## src/rtl/uart_tx_ctrl.sv

```systemverilog
// uart_tx_ctrl: transmit sequencer for an 11-bit UART frame shift register.
// It latches a byte and its framing on an accepted write and builds the start,
// data, parity and stop fields. It then issues one load strobe followed by
// eleven baud-paced shift strobes, and reports ready and overrun status.
//
// Host handshake: write is a single-cycle request. It is accepted only when
// tx_rdy = 1 in that cycle. A write presented while tx_rdy = 0 is dropped and
// raises the sticky tx_ovr flag. tx_rdy falls in the cycle after acceptance
// and rises again in the cycle after the 11th shift strobe.
module uart_tx_ctrl #(
  parameter int DIV_W = 20
) (
  input  logic             clk,
  input  logic             reset,
  input  logic             write,
  input  logic [7:0]       tx_data,
  input  logic             eight,
  input  logic             pen,
  input  logic             ohel,
  input  logic [DIV_W-1:0] baud_div,
  input  logic             clr_ovr,
  output logic             ld,
  output logic             sh,
  output logic             bit_10,
  output logic             bit_9,
  output logic             bit_1,
  output logic             bit_0,
  output logic [6:0]       LData,
  output logic             tx_rdy,
  output logic             tx_ovr
);

  typedef enum logic [1:0] {
    S_IDLE  = 2'd0,
    S_LOAD  = 2'd1,
    S_SHIFT = 2'd2
  } state_t;

  state_t           state_q, state_d;
  logic [DIV_W-1:0] baud_cnt_q, baud_cnt_d;
  logic [3:0]       bit_cnt_q, bit_cnt_d;
  logic [DIV_W-1:0] div_q, div_d;
  logic [10:0]      frame_q, frame_d;
  logic             ld_q, ld_d;
  logic             sh_q, sh_d;
  logic             rdy_q, rdy_d;
  logic             ovr_q, ovr_d;

  logic [DIV_W-1:0] div_eff;
  logic [DIV_W-1:0] div_last;
  logic             par_bit;
  logic [10:0]      frame_new;

  // Effective divisor: anything below 2 runs as 2 cycles per bit.
  always_comb begin
    div_eff  = (div_q < DIV_W'(2)) ? DIV_W'(2) : div_q;
    div_last = div_eff - DIV_W'(1);
  end

  // Frame built from the write-cycle inputs; bit 0 leaves the register first.
  always_comb begin
    par_bit   = (eight ? (^tx_data) : (^tx_data[6:0])) ^ ohel;
    frame_new = '1;
    frame_new[0]   = 1'b0;
    frame_new[1]   = tx_data[0];
    frame_new[7:2] = tx_data[6:1];
    if (eight) begin
      frame_new[8] = tx_data[7];
      frame_new[9] = pen ? par_bit : 1'b1;
    end else begin
      frame_new[8] = pen ? par_bit : 1'b1;
      frame_new[9] = 1'b1;
    end
    frame_new[10] = 1'b1;
  end

  // Next-state logic for the sequencer, counters, latched frame and status.
  always_comb begin
    state_d    = state_q;
    baud_cnt_d = baud_cnt_q;
    bit_cnt_d  = bit_cnt_q;
    div_d      = div_q;
    frame_d    = frame_q;
    case (state_q)
      S_IDLE: begin
        if (write) begin
          state_d = S_LOAD;
          div_d   = baud_div;
          frame_d = frame_new;
        end
      end
      S_LOAD: begin
        state_d    = S_SHIFT;
        baud_cnt_d = '0;
        bit_cnt_d  = '0;
      end
      S_SHIFT: begin
        if (baud_cnt_q == div_last) begin
          baud_cnt_d = '0;
          bit_cnt_d  = bit_cnt_q + 4'd1;
          if (bit_cnt_q == 4'd10) begin
            state_d = S_IDLE;
          end
        end else begin
          baud_cnt_d = baud_cnt_q + DIV_W'(1);
        end
      end
      default: begin
        state_d = S_IDLE;
      end
    endcase

    // Strobes and ready are registered, so they are derived from next state.
    ld_d  = (state_d == S_LOAD);
    sh_d  = (state_d == S_SHIFT) && (baud_cnt_d == div_last);
    rdy_d = (state_d == S_IDLE);

    // A busy write sets overrun; setting takes priority over clearing.
    ovr_d = ovr_q;
    if (write && (state_q != S_IDLE)) begin
      ovr_d = 1'b1;
    end else if (clr_ovr) begin
      ovr_d = 1'b0;
    end
  end

  // State register; the frame resets to all-mark so a stray load sends idle line.
  always_ff @(posedge clk or negedge reset) begin
    if (!reset) begin
      state_q    <= S_IDLE;
      baud_cnt_q <= '0;
      bit_cnt_q  <= '0;
      div_q      <= '0;
      frame_q    <= '1;
      ld_q       <= 1'b0;
      sh_q       <= 1'b0;
      rdy_q      <= 1'b1;
      ovr_q      <= 1'b0;
    end else begin
      state_q    <= state_d;
      baud_cnt_q <= baud_cnt_d;
      bit_cnt_q  <= bit_cnt_d;
      div_q      <= div_d;
      frame_q    <= frame_d;
      ld_q       <= ld_d;
      sh_q       <= sh_d;
      rdy_q      <= rdy_d;
      ovr_q      <= ovr_d;
    end
  end

  assign ld     = ld_q;
  assign sh     = sh_q;
  assign tx_rdy = rdy_q;
  assign tx_ovr = ovr_q;
  assign bit_0  = frame_q[0];
  assign bit_1  = frame_q[1];
  assign LData  = frame_q[8:2];
  assign bit_9  = frame_q[9];
  assign bit_10 = frame_q[10];

endmodule
```

## config.mk

```make
export PLATFORM = sky130hd
export DESIGN_NAME = uart_tx_ctrl
export DESIGN_NICKNAME = d
export VERILOG_FILES = /design/src/rtl/uart_tx_ctrl.sv
export SDC_FILE = /design/constraint.sdc
export NUM_CORES = 1
export LEC_CHECK = 0
export CAP_MARGIN = 10
export CORE_AREA = 2 2 97 99
export CTS_BUF_LIST = sky130_fd_sc_hd__clkbuf_8
export CTS_CLUSTER_DIAMETER = 120
export DETAILED_ROUTE_END_ITERATION = 12
export DIE_AREA = 0 0 99 101
export GPL_TIMING_DRIVEN = 0
export PLACE_DENSITY = 0.82
export SYNTH_ARGS = -nofsm -noshare
export SYNTH_HDL_FRONTEND = slang
export SYNTH_SLANG_ARGS = --single-unit
```

## constraint.sdc

```tcl
create_clock -name clk -period 5.5 [get_ports clk]
set_input_delay 0.55 -clock clk [delete_from_list [all_inputs] [get_ports clk]]
set_output_delay 0.55 -clock clk [all_outputs]
set_load 0.005 [all_outputs]
```

==> flow_summary.toml, run 1 <==
[clock_network]
cts_hold_buf = 0
clockBufferDepth = 2
cts.sink_count = 60
root_buffer = "clkbuf_8"
clk_pin_slew_ns = 0.07
cts_tree = "built"
cts_buffers = 9
clk_latency_ns = 0.36
cts.htree.levels = 3

[layout]
nets = 663
final_layout_size_suffix_gt1_frac = 0.208
ff_latch_area_sq_mm = 0.00152
fill_cells = 715
syn_to_final_growth_pct = 26.0
stdcell_count = 736
multiInputGateArea_sq_mm = 0.00321
stdcell_area_sq_mm = 0.00599
n_antenna_cell = 0

[global_routing]
grt_start_max_net_pins = 35
overflow = 0
grt_pass1_vias = 4549
grt_pass1_wl_microns = 23000
track_usage = 0.292
antenna_found_initial = 0

[sta]
skew_ns = 0.0147
maxSlewViolCount = 0
setup_ws_ns = -0.0838
setup-tns-final_ns = -0.0838
max_freq_mhz = 179
slew_headroom = 0.333
worstMarginPinSlew_ns = 0.997
rsz0062_at_grt = "yes"
fin_crit_ns = 5.58
finalSetupViolCount = 1
hold_viol = 0
period_share = 1.02

[route]
dr.pass1.iters = 6
wl_microns = 14600
viasPerCell = 6.49
drtAntennaViolNets = 0
wl_per_cell_microns = 19.8
vias = 4778
drc = 0
drt_iter0_drc = 337

[placement]
place_congestion = 0.980
dp_slack_ns = -0.924
portBuffers = 48
placed_area_sq_mm = 0.00540
placed_cells = 699
hpwl_microns = 10400

[logic_synthesis]
synth_top_area_frac = 0.258
synth_seq_cells = 60
async_reset_ff_frac = 1.00
postSynthAreaPerCell_sq_um = 8.84
synth_cell_types = 73
ys.flop_type = "dfrtp_1"
synth_top_cell_by_area = "dfrtp_1"
syn-num-nets = 581
synth_edf_count = 0
yosysWarnings = 0
seq_area_frac_synth = 0.318
syn_inst = 538
ys_top_cells_by_area = "dfrtp_1 (26%), mux2_2 (7.3%), dfstp_2 (6.1%)"
synth_most_common_cell = "dfrtp_1"
synthTopCellsByCount = "dfrtp_1 (49), nor2_1 (44), nand2_1 (32)"
synth_area_sq_mm = 0.00476

[setup_path]
crit_fanout = 9
cp_top_family = "simple AND/OR/NAND/NOR gates"
critical_path_arrival_ns = 5.82
path_cells = "buf_6, or4_4, nor4_4, nand2_2, nand2_4, ha_4, or4b_4, nor3_4, xnor2_2, a2111o_1, or4_4, or4_4, buf_8, nand2_8, o41ai_1, nor4_1, nand4_1, nor4_2"
worstSetupStartpointType = "flip-flop"
cp.required_ns = 5.73
cpMostUsedCell = "or4_4"
worst_path_largest_cell_delay_ns = 0.59
path_buf_inv = 2
slowest_stage = "or4_4"
rr_worst_depth = 18
cp.depth = 18
cp-end-kind = "flip-flop"
crit_type = "flip-flop to flip-flop"

[floorplanning]
coreArea_sq_mm = 0.00898
die_area_sq_mm = 0.0100
die_y_microns = 101
rows = 35
ios = 50
die_w_microns = 99
start_util = 0.530

[power_and_ir_drop]
pwr_density_cell_mw_per_mm2 = 477
power_mw = 2.86
worst_ir_drop_vdd_v = 0.000325
power_leakage_nw = 2.39

[run]
maxCapViolCount = 0

[run_status]
violations = "negative setup slack"
outcome = "finished with violations"

[hold_path]
hp-class = "primary input to async pin"
layout make-up:
class,count,share of cell area
multi-input cells,428,0.535
inverters,14,0.00877
flip-flops and latches,60,0.253
well taps,111,0.0232
clock inverters,7,0.0192
clock buffers,9,0.0207
plain buffers,34,0.0276
repair buffers,73,0.112
cells in the final DEF, fill, tap and decap left out, types with 14 or more instances in the layout:
cell / instances
clkdlybuf4s50_1: 47
nand3_1: 16
o21ai_0: 27
clkbuf_1: 24
nor3_1: 16
xor2_1: 24
buf_4: 24
mux2_2: 31
nor2_1: 41
and3_1: 15
dfrtp_1: 48
nand4_1: 14
nand2_1: 30
xnor2_1: 25
worst reg2reg max path, delay by kind of cell (launching register included):
family	cells	cell delay (ns)
AO/OA/AOI/OAI	2	0.47
XOR/XNOR	1	0.13
adder cells (fa/ha/maj)	1	0.16
buffers and inverters	2	0.29
flip-flops	1	0.38
AND/OR/NAND/NOR	12	4.05
sequential cells by signal, indices dropped and copies added (netlist names):
signal      count
tx_rdy          1
tx_ovr          1
sh              1
bit_cnt_q       4
div_q          20
frame_q        10
ld              1
baud_cnt_q     20
state_q         2
kinds of logic (layout without fill, tap and decap cells):
family                   count (synthesis)  in the layout  synth area share
AND/OR/NAND/NOR                        212            212             0.252
AO/OA/AOI/OAI                          121            121             0.185
flip-flops                              60             60             0.318
XOR/XNOR                                54             54             0.102
buffers and inverters                   50            137            0.0450
multiplexers                            32             32            0.0755
adder cells (fa/ha/maj)                  8              8            0.0210
other                                    1              1          0.000788
what timing repair did:
| item | CTS | global route |
|---|---|---|
| setup endpoints to repair | 28 | 1 |
| gates resized for setup | 30 | 12 |
| pin swaps | 16 | 16 |
| buffers inserted | 9 | 14 |
power by group:
part / leakage, nW / switching, mW / internal, mW
clock network: 0.115 / 0.195 / 0.299
logic: 1.52 / 0.890 / 0.718
registers: 0.749 / 0.160 / 0.598
total: 2.39 / 1.25 / 1.62
metrics by stage:
stage	util	hold WS (ns)
detailed placement	0.601	0.481
finish	0.668	0.211
floorplan	-	0.254
CTS	0.651	0.225
global route	0.668	0.264
global placement	0.599	0.480
per-layer routing:
layer | wire length [microns] | GRT usage | vias up
li1 | - | - | 2166
met1 | 5660 | 0.358 | 2247
met2 | 6990 | 0.492 | 297
met3 | 1280 | 0.0603 | 68
met4 | 649 | 0.140 | 0
met5 | 0 | 0 | -
path summary, 6_finish.rpt:
kind | from | end | slack (ns)
max reg2reg | div_q[10]$_DFFE_PN0P_ | sh$_DFF_PN0_ | -0.08
max in group asynchronous | reset | frame_q[5]$_DFFE_PN1P_ | 4.63
min | reset | bit_cnt_q[2]$_DFFE_PN0P_ | 0.21
min reg2reg | tx_ovr$_DFFE_PN0P_ | tx_ovr$_DFFE_PN0P_ | 0.50
min in group clk | tx_ovr$_DFFE_PN0P_ | tx_ovr$_DFFE_PN0P_ | 0.50
max | div_q[10]$_DFFE_PN0P_ | sh$_DFF_PN0_ | -0.08
(Power assumes the default switching activity.)
==> run 2, diff against run 1 <==
==> constraint.sdc (replaced) <==
create_clock -name clk -period 5.5 [get_ports clk]
set_input_delay 0.55 -clock clk [delete_from_list [all_inputs] [get_ports clk]]
set_output_delay 0.55 -clock clk [all_outputs]
set_load 0.01 [all_outputs]
==> results of run 2 <==
The final DEF is identical to that of run 1. Status: finished with violations: negative setup slack.
Main changes from that run: total power 2.86 mW -> 2.88 mW
==> run 3, diff against run 2 <==
--- a/config.mk
+++ b/config.mk
@@ -9,6 +9,7 @@
 export CORE_AREA = 2 2 97 99
 export CTS_BUF_LIST = sky130_fd_sc_hd__clkbuf_8
 export CTS_CLUSTER_DIAMETER = 120
+export CTS_CLUSTER_SIZE = 40
 export DETAILED_ROUTE_END_ITERATION = 12
 export DIE_AREA = 0 0 99 101
 export GPL_TIMING_DRIVEN = 0
==> results of run 3 <==
The final DEF is identical to that of run 1. Status: finished with violations: negative setup slack.
Main changes from that run: total power 2.86 mW -> 2.88 mW
